--- src/rtl/melody_pkg.sv ---
// Shared types and constants for the melody sequencer: controller states,
// default note width and the rest (silence) code sent to the tone generators.
package melody_pkg;

  localparam int NOTE_W_DEFAULT = 6;

  localparam logic [NOTE_W_DEFAULT-1:0] REST_NOTE = '1;

  typedef enum logic [1:0] {
    IDLE,
    PLAY,
    PAUSE,
    DONE
  } seq_state_e;

endpackage

--- src/rtl/beat_timer.sv ---
// Step-length timer: counts enabled cycles and wraps after BEAT_CYCLES of them,
// flagging the wrapping cycle on tick.
module beat_timer #(
  parameter int BEAT_CYCLES = 12_500_000
) (
  input  logic CLOCK_50,
  input  logic reset,
  input  logic enable,
  input  logic clear,
  output logic last,
  output logic tick
);

  localparam int CNT_W = (BEAT_CYCLES > 2) ? $clog2(BEAT_CYCLES) : 1;
  localparam logic [CNT_W-1:0] TERMINAL = CNT_W'(BEAT_CYCLES - 1);

  logic [CNT_W-1:0] count;

  // NOTE: registered state is written with <= so every flop samples the
  // pre-edge values of its neighbours, independent of statement order.
  always_ff @(posedge CLOCK_50) begin
    if (reset || clear) begin
      count <= '0;
    end else if (enable) begin
      count <= tick ? '0 : count + CNT_W'(1);
    end
  end

  assign last = (count == TERMINAL);
  assign tick = enable && last;

endmodule

--- src/rtl/melody_sequencer.sv ---
// Steps a note index through a song at a fixed beat rate with pause/stop control.
// Optional macro SEQ_LOOP_EN adds a loop input that wraps the song instead of ending it.
module melody_sequencer
  import melody_pkg::*;
#(
  parameter int BEAT_CYCLES = 12_500_000,
  parameter int SONG_LEN    = 47,
  parameter int NOTE_W      = NOTE_W_DEFAULT
) (
  input  logic              CLOCK_50,
  input  logic              reset,
  input  logic              start,
  input  logic              stop,
  input  logic              pause,
`ifdef SEQ_LOOP_EN
  input  logic              loop,
`endif
  output logic [NOTE_W-1:0] note,
  output logic              note_valid,
  output logic              beat_tick,
  output logic              busy,
  output logic              done
);

  localparam logic [NOTE_W-1:0] LAST_NOTE = NOTE_W'(SONG_LEN - 1);

  seq_state_e state;
  logic       active;
  logic       timer_en;
  logic       timer_clr;
  logic       last;
  logic       tick;
  logic       wrap;

`ifdef SEQ_LOOP_EN
  assign wrap = loop;
`else
  assign wrap = 1'b0;
`endif

  assign active = (state == PLAY) || (state == PAUSE);

  // A pause arriving on the final count of a step still lets that boundary complete.
  assign timer_en  = active && !stop && (!pause || ((state == PLAY) && last));
  assign timer_clr = !active || stop;

  beat_timer #(
    .BEAT_CYCLES(BEAT_CYCLES)
  ) u_beat_timer (
    .CLOCK_50(CLOCK_50),
    .reset   (reset),
    .enable  (timer_en),
    .clear   (timer_clr),
    .last    (last),
    .tick    (tick)
  );

  always_ff @(posedge CLOCK_50) begin
    if (reset) begin
      state      <= IDLE;
      note       <= '1;
      note_valid <= 1'b0;
      beat_tick  <= 1'b0;
      busy       <= 1'b0;
      done       <= 1'b0;
    end else begin
      beat_tick <= 1'b0;
      done      <= 1'b0;
      case (state)
        IDLE: begin
          if (start && !stop) begin
            state      <= PLAY;
            note       <= '0;
            note_valid <= 1'b1;
            busy       <= 1'b1;
          end
        end
        PLAY, PAUSE: begin
          if (stop) begin
            state      <= IDLE;
            note       <= '1;
            note_valid <= 1'b0;
            busy       <= 1'b0;
          end else begin
            state <= pause ? PAUSE : PLAY;
            if (tick) begin
              beat_tick <= 1'b1;
              if (note != LAST_NOTE) begin
                note <= note + NOTE_W'(1);
              end else if (wrap) begin
                note <= '0;
              end else begin
                state      <= DONE;
                note       <= '1;
                note_valid <= 1'b0;
                busy       <= 1'b0;
                done       <= 1'b1;
              end
            end
          end
        end
        DONE: state <= IDLE;
        default: state <= IDLE;
      endcase
    end
  end

endmodule

--- config.mk ---
export PLATFORM = sky130hd
export DESIGN_NAME = melody_sequencer
export DESIGN_NICKNAME = d
export VERILOG_FILES = /design/src/rtl/melody_pkg.sv /design/src/rtl/beat_timer.sv /design/src/rtl/melody_sequencer.sv
export SDC_FILE = /design/constraint.sdc
export NUM_CORES = 1
export LEC_CHECK = 0
export BUFFER_PORTS_ARGS = -buffer_cell sky130_fd_sc_hd__buf_2
export CAP_MARGIN = 20
export CORE_AREA = 4 4 85 87
export DETAILED_ROUTE_END_ITERATION = 8
export DIE_AREA = 0 0 89 91
export GPL_TIMING_DRIVEN = 0
export SLEW_MARGIN = 25
export SYNTH_ARGS = -nofsm -noshare
export SYNTH_HDL_FRONTEND = slang
export SYNTH_HIERARCHICAL = 1
export SYNTH_SLANG_ARGS = --single-unit
--- constraint.sdc ---
create_clock -name CLOCK_50 -period 3.9 [get_ports CLOCK_50]
set_input_delay 0.585 -clock CLOCK_50 [delete_from_list [all_inputs] [get_ports CLOCK_50]]
set_output_delay 0.585 -clock CLOCK_50 [all_outputs]
set_load 0.02 [all_outputs]
==> impl_metrics.ini <==
[outcome]
status = completed

[cts]
htree_levels = 2
clock_path_buffers = 2
clkTransAtPathRegs_ns = 0.07
root_buffer = clkbuf_8
clkLatencyLatePin_ns = 0.29
cts_buffers = 5
tritoncts = yes
clock_sinks = 35

[grt]
grt-ovfl-total = 0
grt_max_degree = 11
grt_usage_pct = 11.3
grt_pass1_wl_mm = 7.40
antenna_found_initial = 0
grt_pass1_vias = 1583

[worst_hold_path]
whs_path_depth = 2
min_to = state[1]
worstHoldStart = state[1]
min_path_type = flop to flop

[die]
dieArea_sq_mm = 0.00810
die_y_um = 91
io_pins = 15
rows = 29
die_w_um = 89
core_area_sq_mm = 0.00635
start_util_pct = 29.7

[placement]
port_buffers = 13
place.gp.congestion = 0.812
dp.cells = 312
dp_slack_ns = -0.0738
hpwl_mm = 2.92

[setup_path]
slowest_stage = dfxtp_1
worstPathRequired_ns = 4.08
slowest_delay_ns = 0.43
r2r_end = note[5]
cp-end-kind = flop
r2r.worst_path.cells = 12
r2r_slack_ns = 0.38
path_buf_inv = 1
reg2reg_from = u_beat_timer/count[0]
critical_path.max_fanout = 9
critPathMostFrequentCell = nor2_1
crit_family = simple AND/OR/NAND/NOR gates
critPathArrivalTime_ns = 3.70
path_cells = ha_1 -> and4_2 -> nand4_1 -> nor2_1 -> nand2_1 -> a21oi_2 -> clkinvlp_4 -> nor3_2 -> and2b_1 -> nor3b_4 -> nor2_1 -> a221o_1
crit_type = flop to flop
cp-start-kind = flop

[run]
maxCapViolCount = 0

[sta]
max_freq_ghz = 0.284
min_period_over_period_pct = 90.3
slew_viol_final = 0
clock_skew_ns = 0.00753
setup_viol = 0
worst_slack_ns = 0.380
grt_setup_unrepaired = false
hold_violations = 0
finalCriticalPeriod_ns = 3.52
max_slew_margin_pct = 59.0
worst_slew_pin_slew_ns = 0.611

[routing]
routed_wl_mm = 4.22
first_pass_iters = 4
antenna_left = 0
drcViolationCount = 0
drt_iter0_markers = 97
num_vias = 1701
wire_per_inst_um = 13.0
routed_via_density = 5.25

[power]
cellLeakagePower_uw = 0.000720
power.density_mw_per_mm2 = 368
vdd_drop_max_mv = 0.216

[yosys]
synth_top_area_share_pct = 37.1
synth_edf_count = 0
seq_area_frac_synth_pct = 37.1
synthTopCellsByArea = dfxtp_1, a21oi_1, ha_1
synth_common_cells = dfxtp_1, a21oi_1, nor2_1
synth_cell_types = 50
synth-seq-cells = 35
synth_warnings = 6
yosys.area.top_type = dfxtp_1
synth_flop_cell = dfxtp_1
async_flop_share_pct = 0
syn_inst = 222
netlist_area_sq_mm = 0.00189
syn_avg_cell_area_sq_um = 8.50
yosysMostFrequentCell = dfxtp_1
syn_nets = 233

[final_layout]
nets = 257
utilization_pct = 34.2
areaGrowthSynthToFinish_pct = 15.1
antenna_cells = 0
instances_no_fill = 324
drive_gt1_share_pct = 18.6
## worst max path at each step
| stage | startpoint | end | cells past startpoint |
|---|---|---|---|
| CTS | u_beat_timer/count[0] | note[5] | 12 |
| global route | u_beat_timer/count[0] | note[5] | 12 |
| finish | u_beat_timer/count[0] | note[5] | 12 |
| floorplan | u_beat_timer/count[0] | note[0] | 12 |
| global placement | u_beat_timer/count[0] | note[5] | 12 |
| detailed placement | u_beat_timer/count[0] | note[5] | 12 |
## metal layers
metal  global-route usage (%)  vias to the layer above  routed length (um)
met4                     5.21                        0                  68
li1                         -                      871                   -
met2                     16.7                       19                1950
met1                     15.4                      807                2100
met3                     2.62                        4                 100
met5                        0                        -                   0
## repair_timing
item / in CTS / in global routing
gates resized for setup: 1 / 2
gates cloned: 0 / 0
buffers inserted: 0 / 4
endpoints found under the setup margin: 5 / 7
pin swaps: 0 / 1
hold endpoints to repair: 0 / 0
hold buffers: 0 / 0
## where the power goes
group          switching [uW]  internal (uW)  leakage (uW)
Sequential               19.3            372      0.000283
Clock                     131            125     0.0000422
Combinational            90.2           61.6      0.000394
Total                     240            559      0.000720
## registers in the layout, summed over array words and instances (netlist names)
| register | cells |
|---|---|
| state | 2 |
| note | 6 |
| beat_tick | 1 |
| u_beat_timer/count | 24 |
| done | 1 |
| busy | 1 |
## worst reg2reg max path, delay by kind of cell (launching register included)
family	cells	cell delay [ns]
DFF	1	0.43
and+or+nand+nor	8	1.73
buffers and inverters	1	0.30
AOI/OAI and AO/OA	2	0.72
adders and majority gates	1	0.22
## logic make-up after synthesis
group | Yosys count | synth area share, %
adders and majority gates | 6 | 3.98
DFF | 35 | 37.1
AOI/OAI and AO/OA | 57 | 19.9
buffers and inverters | 21 | 5.30
and+or+nand+nor | 94 | 29.5
xor gates and xnor gates | 9 | 4.18
## metrics by stage
| step | hold WS (ns) | area [sq um] | TNS, ns | power [uW] |
|---|---|---|---|---|
| final | 0.493 | 2170 | 0 | 799 |
| after global routing | 0.514 | 2170 | 0 | 845 |
| after CTS | 0.490 | 2130 | 0 | 812 |
| after detailed placement | 0.478 | 2050 | -0.276 | 550 |
| after global placement | 0.471 | 2050 | -0.193 | 548 |
| after floorplan | 0.452 | 1890 | 0 | 511 |
## layout make-up
| type | count | area, sq um |
|---|---|---|
| clock inverter | 1 | 5.00 |
| tap | 77 | 96.3 |
| fill | 664 | 4180 |
| timing repair buffer | 17 | 95.1 |
| clock buffer | 7 | 76.3 |
| inverter | 12 | 48.8 |
| buffer | 9 | 55.1 |
| sequential | 35 | 701 |
| multi-input combinational | 166 | 1090 |
## cell usage in the layout, fill, tap and decap left out, drive strengths merged, types with 4 or more instances in the layout
cell type / synthesis / layout
clkbuf: 4 / 11
inv: 11 / 11
nand4: 7 / 7
o21ai: 13 / 13
or4: 6 / 6
xnor2: 4 / 4
nor2: 16 / 16
nor4: 4 / 4
buf: 5 / 22
o31ai: 7 / 7
ha: 6 / 6
nand3: 15 / 15
or3: 9 / 9
a21oi: 19 / 19
dfxtp: 35 / 35
nor3: 5 / 5
nand2: 14 / 14
xor2: 5 / 5
a221o: 5 / 5
(Power assumes the default switching activity.)
